**config.mk**
```make
export PLATFORM = sky130hd
export DESIGN_NAME = rv_muldiv_unit
export DESIGN_NICKNAME = d
export VERILOG_FILES = /design/src/rtl/rv_muldiv_unit.sv
export SDC_FILE = /design/constraint.sdc
export NUM_CORES = 1
export LEC_CHECK = 0
export CORE_ASPECT_RATIO = 0.7
export CORE_MARGIN = 2
export CORE_UTILIZATION = 60
export CTS_CLUSTER_SIZE = 40
export DETAILED_ROUTE_END_ITERATION = 6
export PLACE_DENSITY = 0.82
export SLEW_MARGIN = 20
export SYNTH_ARGS = -nofsm -noshare
export SYNTH_HDL_FRONTEND = slang
export SYNTH_SLANG_ARGS = --single-unit
```
**constraint.sdc**
```tcl
create_clock -name clk -period 7.4 [get_ports clk]
set_input_delay 0.74 -clock clk [delete_from_list [all_inputs] [get_ports clk]]
set_output_delay 0.74 -clock clk [all_outputs]
set_load 0.01 [all_outputs]
```
**src/rtl/rv_muldiv_unit.sv**
```systemverilog
`default_nettype none
// +----------------------------------------------------------------------------+
// | rv_muldiv_unit: iterative RV32M/RV64M multiply/divide unit for EX stage.    |
// | Option: MULDIV_EARLY_OUT_EN skips iteration for trivially-known results.   |
// | Rev 1.0                                                                    |
// +----------------------------------------------------------------------------+
module rv_muldiv_unit #(
  parameter int XLEN   = 32,
  parameter int UNROLL = 1
) (
  input  logic            clk,
  input  logic            reset,
  input  logic            start,
  input  logic [2:0]      funct3,
  input  logic [XLEN-1:0] op_a,
  input  logic [XLEN-1:0] op_b,
  input  logic [4:0]      rd_in,
  input  logic            flush,
  output logic            busy,
  output logic            done,
  output logic [XLEN-1:0] result,
  output logic [4:0]      rd_out
);

  localparam int c_steps = XLEN / UNROLL;
  localparam int c_cw    = $clog2(c_steps + 1);

  typedef enum logic [1:0] {
    S_IDLE = 2'd0,
    S_RUN  = 2'd1,
    S_FIX  = 2'd2,
    S_DONE = 2'd3
  } state_e;

  state_e            state_q;
  logic [c_cw-1:0]   cnt_q;
  logic [2:0]        f3_q;
  logic [4:0]        rd_q;
  logic              neg_q;
  logic              rem_neg_q;
  logic              bzero_q;
  logic [XLEN-1:0]   mcand_q;
  logic [2*XLEN-1:0] acc_q;
  logic              busy_q;
  logic              done_q;
  logic [XLEN-1:0]   result_q;
  logic [4:0]        rd_out_q;

  logic              w_a_signed, w_b_signed, w_sa, w_sb;
  logic [XLEN-1:0]   w_abs_a, w_abs_b;
  logic [2*XLEN-1:0] w_step;
  logic [XLEN:0]     w_rtrial, w_sum;
  logic [2*XLEN-1:0] w_prod;
  logic [XLEN-1:0]   w_quo, w_rem, w_res;

  // MULHSU treats only rs1 as signed; all *U variants are unsigned.
  always_comb begin
    w_b_signed = (funct3 == 3'b000) || (funct3 == 3'b001) ||
                 (funct3 == 3'b100) || (funct3 == 3'b110);
    w_a_signed = w_b_signed || (funct3 == 3'b010);
    w_sa       = w_a_signed & op_a[XLEN-1];
    w_sb       = w_b_signed & op_b[XLEN-1];
    w_abs_a    = w_sa ? -op_a : op_a;
    w_abs_b    = w_sb ? -op_b : op_b;
  end

`ifdef MULDIV_EARLY_OUT_EN
  logic              w_early;
  logic              w_ovf;
  logic [2*XLEN-1:0] w_early_acc;

  // Accumulator is preloaded so the FIX stage yields the architectural result.
  always_comb begin
    w_ovf = ((funct3 == 3'b100) || (funct3 == 3'b110)) &&
            (op_a == {1'b1, {(XLEN-1){1'b0}}}) && (op_b == {XLEN{1'b1}});
    if (funct3[2]) begin
      w_early     = (op_b == '0) || w_ovf;
      w_early_acc = (op_b == '0) ? {w_abs_a, {XLEN{1'b1}}} : {{XLEN{1'b0}}, w_abs_a};
    end else begin
      w_early     = (op_a == '0) || (op_b == '0);
      w_early_acc = '0;
    end
  end
`endif

  // Upper half of acc is product-high / remainder, lower half is multiplier / quotient.
  always_comb begin
    w_step   = acc_q;
    w_rtrial = '0;
    w_sum    = '0;
    for (int i = 0; i < UNROLL; i++) begin
      if (f3_q[2]) begin
        w_rtrial               = {w_step[2*XLEN-1:XLEN], w_step[XLEN-1]};
        w_step[XLEN-1:0]       = {w_step[XLEN-2:0], 1'b0};
        if (w_rtrial >= {1'b0, mcand_q}) begin
          w_rtrial  = w_rtrial - {1'b0, mcand_q};
          w_step[0] = 1'b1;
        end
        w_step[2*XLEN-1:XLEN] = w_rtrial[XLEN-1:0];
      end else begin
        w_sum  = {1'b0, w_step[2*XLEN-1:XLEN]} + (w_step[0] ? {1'b0, mcand_q} : '0);
        w_step = {w_sum, w_step[XLEN-1:1]};
      end
    end
  end

  always_comb begin
    w_prod = neg_q ? -acc_q : acc_q;
    w_quo  = bzero_q ? {XLEN{1'b1}} : (neg_q ? -acc_q[XLEN-1:0] : acc_q[XLEN-1:0]);
    w_rem  = rem_neg_q ? -acc_q[2*XLEN-1:XLEN] : acc_q[2*XLEN-1:XLEN];
    case (f3_q)
      3'b000:                 w_res = w_prod[XLEN-1:0];
      3'b001, 3'b010, 3'b011: w_res = w_prod[2*XLEN-1:XLEN];
      3'b100, 3'b101:         w_res = w_quo;
      default:                w_res = w_rem;
    endcase
  end

  always_ff @(posedge clk) begin
    if (reset) begin
      state_q   <= S_IDLE;
      cnt_q     <= '0;
      f3_q      <= '0;
      rd_q      <= '0;
      neg_q     <= 1'b0;
      rem_neg_q <= 1'b0;
      bzero_q   <= 1'b0;
      mcand_q   <= '0;
      acc_q     <= '0;
      busy_q    <= 1'b0;
      done_q    <= 1'b0;
      result_q  <= '0;
      rd_out_q  <= '0;
    end else begin
      done_q <= 1'b0;
      case (state_q)
        S_IDLE: begin
          if (start && !flush) begin
            f3_q      <= funct3;
            rd_q      <= rd_in;
            neg_q     <= w_sa ^ w_sb;
            rem_neg_q <= w_sa;
            bzero_q   <= (op_b == '0);
            mcand_q   <= funct3[2] ? w_abs_b : w_abs_a;
            acc_q     <= {{XLEN{1'b0}}, (funct3[2] ? w_abs_a : w_abs_b)};
            busy_q    <= 1'b1;
            cnt_q     <= c_cw'(c_steps);
            state_q   <= S_RUN;
`ifdef MULDIV_EARLY_OUT_EN
            if (w_early) begin
              acc_q   <= w_early_acc;
              cnt_q   <= '0;
              state_q <= S_FIX;
            end
`endif
          end
        end
        S_RUN: begin
          if (flush) begin
            state_q <= S_IDLE;
            busy_q  <= 1'b0;
            cnt_q   <= '0;
          end else begin
            acc_q <= w_step;
            cnt_q <= cnt_q - c_cw'(1);
            if (cnt_q == c_cw'(1)) begin
              state_q <= S_FIX;
            end
          end
        end
        S_FIX: begin
          busy_q <= 1'b0;
          if (flush) begin
            state_q <= S_IDLE;
          end else begin
            result_q <= w_res;
            rd_out_q <= rd_q;
            done_q   <= 1'b1;
            state_q  <= S_DONE;
          end
        end
        default: begin
          state_q <= S_IDLE;
        end
      endcase
    end
  end

  assign busy   = busy_q;
  assign done   = done_q;
  assign result = result_q;
  assign rd_out = rd_out_q;

endmodule
`default_nettype wire

```
# After elaboration in Yosys (flattened, before gate mapping)
# Index checks and enable logic that the tools add are counted.
word_totals:
  inputBits: 76
  elab_cells: 92
  ff_bits: 154
  out_inout_bits: 39
classes:
  addsub: 8
  mux: 28
  order_cmp: 1
  eq_ne: 16
  n_reduce_logical: 21
  bitwise: 5
op_table:
  columns: ["cell", "n"]
  rows:
  - ["2-to-1 mux 32 bit", 9]
  - ["2-to-1 mux 64 bit", 4]
  - ["negation 32 bit", 4]
  - ["case mux 64 bit (2 select lines)", 1]
  - ["case mux 32 bit (3 select lines)", 1]
  - ["negation 64 bit", 1]
  - ["adder 32 x 32 -> 33 bit", 1]
  - [">= comparator 33 x 32 -> 1 bit", 1]
  - ["zero test 32 bit", 1]
  - ["subtractor 32 bit", 1]
  - ["equality test 3 bit, second input constant", 4]
  - ["2-to-1 mux 6 bit", 2]
  - ["case mux 6 bit (2 select lines)", 1]
  - ["equality test 3 x 2 -> 1 bit, second input constant", 3]
  - ["2-to-1 mux 2 bit", 4]
  - ["AND reduction 2 bit", 4]
  - ["equality test 3 x 1 -> 1 bit, second input constant", 2]
  - ["equality test 6 x 1 -> 1 bit, second input constant", 1]
  - ["zero test 3 bit", 2]
  - ["inequality test 2 bit, second input constant", 3]
  - ["case mux 2 bit (3 select lines)", 1]
  - ["AND reduction 3 bit", 2]
  - ["subtractor 6 x 1 -> 6 bit, second input constant", 1]
  - ["logical OR 1 bit", 4]
  - ["other kinds (15)", 21]

# Logic depth before layout (Yosys ltp)
# Gate-level depths: netlist of run 1.
depth:
  depth_word: 10
  mapped_depth: 15
  depth_no_buf: 14

# Worst setup path after synthesis of run 1
# OpenSTA, ideal clock, no wires.
synth_path:
  kind: "input-to-reg"
  start: "input port op_b[11]"
  end: "register acc_q[29]"
  t_required_ps: 7314
  setup_ps: 86
  cell_stages: 10
  path_buffers: 0
  arrival_ps: 3347
  slack_ps: 3967
  cell_sequence: "or4_4 -> or4_4 -> nor3_2 -> nand2_1 -> or4_1 -> o21ai_0 -> xnor2_1 -> nor2_1 -> a211o_1 -> a211oi_1"
synth_via:
  elab_chain_len: 5
synth_rtl:
  columns: ["element", "line", "source"]
  rows:
  - ["start, declared", "16", "input logic [XLEN-1:0] op_b,"]
  - ["negation 32 bit", "64", "w_abs_b = w_sb ? -op_b : op_b;"]
  - ["2-to-1 mux 32 bit", "64", null]
  - ["2-to-1 mux 32 bit", "145", "acc_q <= {{XLEN{1'b0}}, (funct3[2] ? w_abs_a : w_abs_b)};"]
  - ["2-to-1 mux 64 bit", "138", "if (start && !flush) begin"]
  - ["case mux 64 bit (2 select lines)", "136", "case (state_q)"]
  - ["end signal, assigned", "145", null]
  - ["end signal, assigned", "164", "acc_q <= w_step;"]
  - ["end, declared", "43", "logic [2*XLEN-1:0] acc_q;"]
# No other way between the ends. The select of a mux whose other input is x is not followed.
# A chain may end at the register's enable or synchronous reset.

# Worst setup path after layout of run 1
layout_path:
  start: "register acc_q[34]"
  end: "register acc_q[35]"
layout_via:
  elab_chain_len: 5
  elab_cells_between_ends: 7
  classes_between: "2 x add/sub; 1 x order compare; 4 x mux"
layout_rtl:
  columns: ["element", "line", "source"]
  rows:
  - ["subtractor 32 bit / >= comparator 33 x 32 -> 1 bit (equally long branches)", "96, 95", null]
  - ["2-to-1 mux 32 bit", "95", "if (w_rtrial >= {1'b0, mcand_q}) begin"]
  - ["2-to-1 mux 64 bit (*)", "92", "if (f3_q[2]) begin"]
  - ["2-to-1 mux 64 bit (*)", "159", "if (flush) begin"]
  - ["case mux 64 bit (2 select lines) (*)", "136", null]
# Mark *: on every way between the ends. The rest lies on a longest branch, timed or not. The select of a mux whose other input is x is not followed.

==> run summary, run 1 <==
Status: finished, final reports clean
IO buf count: 114
Clk pin slew, worst setup/hold paths: 0.07 ns
Initial antenna violation count: 0
Reg2reg start: acc_q[34]$_SDFFE_PP0P_
Unrepaired setup endpoints after global routing: no
Top cells by count, synth: nor2_1, nand2_1, a21oi_1, o21ai_0, dfxtp_1
Post-synthesis sequential area ratio: 21.4%
CP Class: reg -> reg
Clock Tree Root: clkbuf_16
Inst Count DP: 2301
Post-route insts no fill: 2332
Synth Flop Type: dfxtp_1
Register Area: 3080 um2
Relative slew slack: 32.2%
Crit end category: flop
H-tree Lvls: 4
Lkg Pwr: 6.33 nW
Most frequent cell after synthesis: nor2_1
Remaining DRCs: 0
TritonCTS clock tree: done
Total congestion overflow: 0
EDFF count, synth: 0
Setup_tns: 0 ns
Area of the multi-input gates: 10600 um2
Max VDD drop: 0.223 mV
DRT Pass-1 Iters: 7
Post-Syn Area: 14400 um2
Post-Place Setup Slack: 3.06 ns
Die height: 134 um
Post-synthesis register bit count: 154
DIE WIDTH: 189 um
F_max: 242 MHz
Drt wl/cell: 22.0 um
Largest net degree at the start of global routing: 66
Post-route antenna net violation count: 0
Tcrit/Tclk final: 55.9%
Worst setup startpoint: acc_q[34]$_SDFFE_PP0P_
# IOs: 115
Final setup margin: 3.26 ns
Final Max Slew Viols: 0
Hold WC Path Type: reg -> reg
Die area: 25300 um2
Yosys top cell area share: 21.4%
Total CTS buffers: 17
First-pass GRT wire length: 79.6 mm
Synthesis warning total: 0
Core Region: 23600 um2
Layout cells sized above 1: 6.11%
Post-CTS setup buffers: 0
Final hold vios: 0
Nets@finish: 2154
Critical Path AT: 4.45 ns
Worst-Skew Late Latency: 0.46 ns
Rows: 47
Hpwl dp: 39.3 mm
Gate Count Post-Synth: 1992
Final Critical Period: 4.14 ns
Clock buffer depth: 2
Clock sinks: 154
Total GRT Usage: 40.2%
Tightest Pin Transition: 1.01 ns
Clock skew: 0.0151 ns
Area leader, netlist: dfxtp_1
Drt initial violations: 1871
CP Launch Type: flop
Synth area leaders: dfxtp_1, ha_1, xnor2_1
Final setup fails: 0
Syn_area_per_cell: 7.24 um2
Post-Route Utilization: 68.6%
# fillers: 2045
Starting Density: 61.0%
Quantity of gates resized following cts: 0
CP required: 7.71 ns
Power Total: 0.00346 W
Vias per std cell: 6.66
Hold Buf Count CTS: 0
PwrDens: 213 nW/um2
Drt total wl: 51.4 mm
Synth cell types: 80
Routed vias: 15500
Max-cap violation count: 0
Gp weighted congestion: 0.999
Syn Nets: 2144
Async SR Flop Fraction: 0%
Area Overhead vs Synth: 12.6%
Vias in the first global route: 14100
Antenna diodes: 0
Critical Path Fanout Max: 22
Worst min-delay path startpoint: result[24]$_SDFFE_PP0P_
[worst max-delay path, cell delays in order (launching register included)]
cell	delay [ns]
dfxtp_1	0.44
ha_1	0.45
nand3_1	0.15
o21bai_1	0.20
a21oi_1	0.27
o211ai_1	0.13
nand2_1	0.19
a41oi_1	0.25
o21ai_4	0.78
buf_4	0.42
mux2_2	0.37
a221oi_1	0.24
nor3_1	0.08
[cell families (layout without fill, tap and decap cells)]
group                      Yosys count  count (layout)  synth area share, %
AOI/OAI and AO/OA                  626             626                 27.7
xor gates and xnor gates           198             198                 12.1
adders and majority gates           76              76                 6.70
buffers and inverters              206             228                 5.43
DFF                                154             154                 21.4
muxes                               77              77                 5.63
and+or+nand+nor                    655             655                 21.0
[sequential cells by signal, indices dropped and copies added, names as in the netlist, 2 cells and up]
name	cells
acc_q	64
cnt_q	6
f3_q	3
mcand_q	32
rd_out	5
rd_q	5
result	32
state_q	2
[cell type report]
class / count / share of cell area [%]
clock inverter: 10 / 1.17
inverter: 65 / 1.50
clock buffer: 21 / 2.84
timing repair buffer: 132 / 7.82
sequential: 154 / 19.0
multi-input combinational: 1632 / 65.2
tap: 318 / 2.45
[layer usage]
metal	part of all wire [%]	global-route usage [%]	up-vias
li1	-	-	7178
met1	43	56.6	7250
met2	41	58.6	956
met3	13	11.2	138
met4	3.6	14.5	0
met5	0	0	-
[stage by stage]
stage | area (um2) | hold WS, ns
final | 16200 | 0.441
after global routing | 16200 | 0.455
after CTS | 16200 | 0.443
after detailed placement | 15600 | 0.434
after global placement | 15600 | 0.427
after floorplan | 14400 | 0.432
[layout by cell type, fill, tap and decap left out, types with 62 or more instances in the layout]
cell	synthesis	routed
ha_1	74	73
a21oi_1	156	154
xor2_1	92	92
nand2_1	209	209
inv_1	62	62
clkdlybuf4s50_1	0	112
nor2_1	222	220
o21ai_0	156	155
a211oi_1	63	63
xnor2_1	105	105
dfxtp_1	154	153
[power by group]
group,internal (W),switching (W)
registers,0.000905,0.000137
clock network,0.000617,0.000399
logic,0.000530,0.000876
[worst paths after layout]
kind	slack [ns]	endpoint	depth (start not counted)
worst max-delay path	3.26	acc_q[35]$_SDFFE_PP0P_	12
worst min register to register	0.44	result[24]$_SDFFE_PP0P_	2
worst min-delay path	0.44	result[24]$_SDFFE_PP0P_	2
worst max register to register	3.26	acc_q[35]$_SDFFE_PP0P_	12
Power figures use the tool's default switching activity.
==> inputs of run 2 (changes only) <==
clock period = 4.3 ns   (was 7.4 ns; I/O delays follow)
==> run 2 against run 1 <==
  * Register-to-register slack worse by 2.9 ns
  * Sequential power up 70%
  * Critical path type unchanged
  * Non-clock buffer count up 21
  * Final area up 0.76%
  * Die area unchanged
  * Clock power up 59%
==> run summary, run 2 (synthesized netlist as in run 1, its figures left out) <==
Total CTS buffers: 17
Nets@finish: 2175
CP max stage cell: o21ai_4
Rows: 47
Most frequent cells in the layout: nor2_1, nand2_1, o21ai_0, a21oi_1, dfxtp_1
Antenna diodes: 0
Setup_tns: 0 ns
CP cell instances: ha_1 > nand3_1 > o21bai_1 > a21oi_1 > o211ai_1 > nand2_1 > a41oi_1 > o21ai_4 > buf_4 > mux2i_1 > nand2_1 > a32o_1
Critical Path Fanout Max: 16
Quantity of gates resized following cts: 0
Clock buffer depth: 2
Area Overhead vs Synth: 13.4%
Vias in the first global route: 14200
# IOs: 115
# fillers: 2024
Total GRT Usage: 41.4%
Total congestion overflow: 0
Final Critical Period: 3.92 ns
Die height: 134 um
Family with the most delay on the worst path: compound AO/OA/AOI/OAI gates
Die area: 25300 um2
CP max stage delay: 0.67 ns
Tcrit/Tclk final: 91.3%
Clk pin slew, worst setup/hold paths: 0.07 ns
Post-CTS setup buffers: 0
Core Region: 23600 um2
Final hold vios: 0
Largest net degree at the start of global routing: 72
Drt wl/cell: 22.5 um
Met3 usage: 12.5%
Drt total wl: 53.0 mm
Vias per std cell: 6.70
Met2 Resource Use GR: 59.0%
Buf/Inv on CP: 1
DIE WIDTH: 189 um
Max VDD drop: 0.343 mV
Met1 GRT Util: 58.0%
First-pass GRT wire length: 81.7 mm
Clock skew: 0.0102 ns
Starting Density: 61.0%
Clock Tree Root: clkbuf_16
CP required: 4.64 ns
Crit end category: flop
Relative slew slack: 21.4%
Most common cell after layout, fill and taps aside: nor2_1
Status: finished, final reports clean
CP dominant cell by count: nand2_1
Drt initial violations: 2015
Area of the multi-input gates: 10600 um2
GR peak layer: met2
Gp weighted congestion: 1.04
Tightest Pin Transition: 1.18 ns
Critical Path AT: 4.26 ns
Hold WC Path Type: reg -> reg
Initial antenna violation count: 1
Routed vias: 15800
H-tree Lvls: 4
CP Launch Type: flop
Post-route antenna net violation count: 0
PwrDens: 361 nW/um2
Top reg by flops: acc_q
Final Max Slew Viols: 0
Remaining DRCs: 0
TritonCTS clock tree: done
Register Area: 3080 um2
Hold slack: 0.433 ns
Hpwl dp: 39.9 mm
Clock sinks: 154
CP Class: reg -> reg
Max reg flops: 64
DRT Pass-1 Iters: 7
Unrepaired setup endpoints after global routing: no
IO buf count: 114
Lkg Pwr: 6.43 nW
Layout cells sized above 1: 7.17%
Final setup fails: 0
F_max: 255 MHz
Hold Buf Count CTS: 0
Worst-Skew Late Latency: 0.45 ns
Max-cap violation count: 0
-- run 2: cell count changes in the layout (fill, tap and decap cells not counted), sizes merged --
cell / delta
buf: +21
clkinv: +4
bufinv: -2
clkbuf: -2
inv: +2
clkinvlp: -1
-- run 2: final timing paths --
check,start,endpoint,slack (ns),cells after the start
min reg2reg,result[27]$_SDFFE_PP0P_,result[27]$_SDFFE_PP0P_,0.43,2
min,result[27]$_SDFFE_PP0P_,result[27]$_SDFFE_PP0P_,0.43,2
max reg2reg,acc_q[35]$_SDFFE_PP0P_,acc_q[55]$_SDFFE_PP0P_,0.38,12
max,acc_q[35]$_SDFFE_PP0P_,acc_q[55]$_SDFFE_PP0P_,0.38,12
-- run 2: metal layers --
metal  up-vias  wire length, um
met3       136             7360
li1       7238                -
met1      7398            22200
met5         -               13
met2       996            21400
met4         2             2070
-- run 2: power by group --
part	switching (W)	leakage (nW)	total [W]	internal, W
Combinational	0.00157	4.88	0.00251	0.000941
Clock	0.000686	0.294	0.00162	0.000933
Sequential	0.000215	1.25	0.00177	0.00156
-- run 2: area by class of cell --
class,count,area share [%]
multi-input cells,1632,64.8
clock buffers,19,2.71
repair buffers,153,8.72
clock inverters,13,1.00
inverters,65,1.49
flip-flops and latches,154,18.9
well taps,318,2.43
-- run 2: per-stage QoR --
step / total power, W / std cells / area [um2] / setup WS [ns] / utilization, %
6_report: 0.00590 / 2354 / 16300 / 0.376 / 69.2
5_1_grt: 0.00613 / 2354 / 16300 / 0.250 / 69.2
4_1_cts: 0.00581 / 2354 / 16300 / 0.556 / 69.1
3_5_place_dp: 0.00419 / 2322 / 15700 / 0.412 / 66.6
3_3_place_gp: 0.00414 / 2322 / 15700 / 0.539 / 66.6
2_1_floorplan: 0.00343 / 1992 / 14400 / 1.17 / -
-- run 2: worst min-delay path, cell delays in order (launching register included) --
cell and delay, ns:
dfxtp_1 0.31, nand2_1 0.05, nand2_1 0.04
==> inputs of run 3 (changes only) <==
SKIP_CTS_REPAIR_TIMING = 1   (was unset)
==> results of run 3 <==
Same layout as run 2: the final DEF is identical, and so are final timing and power.
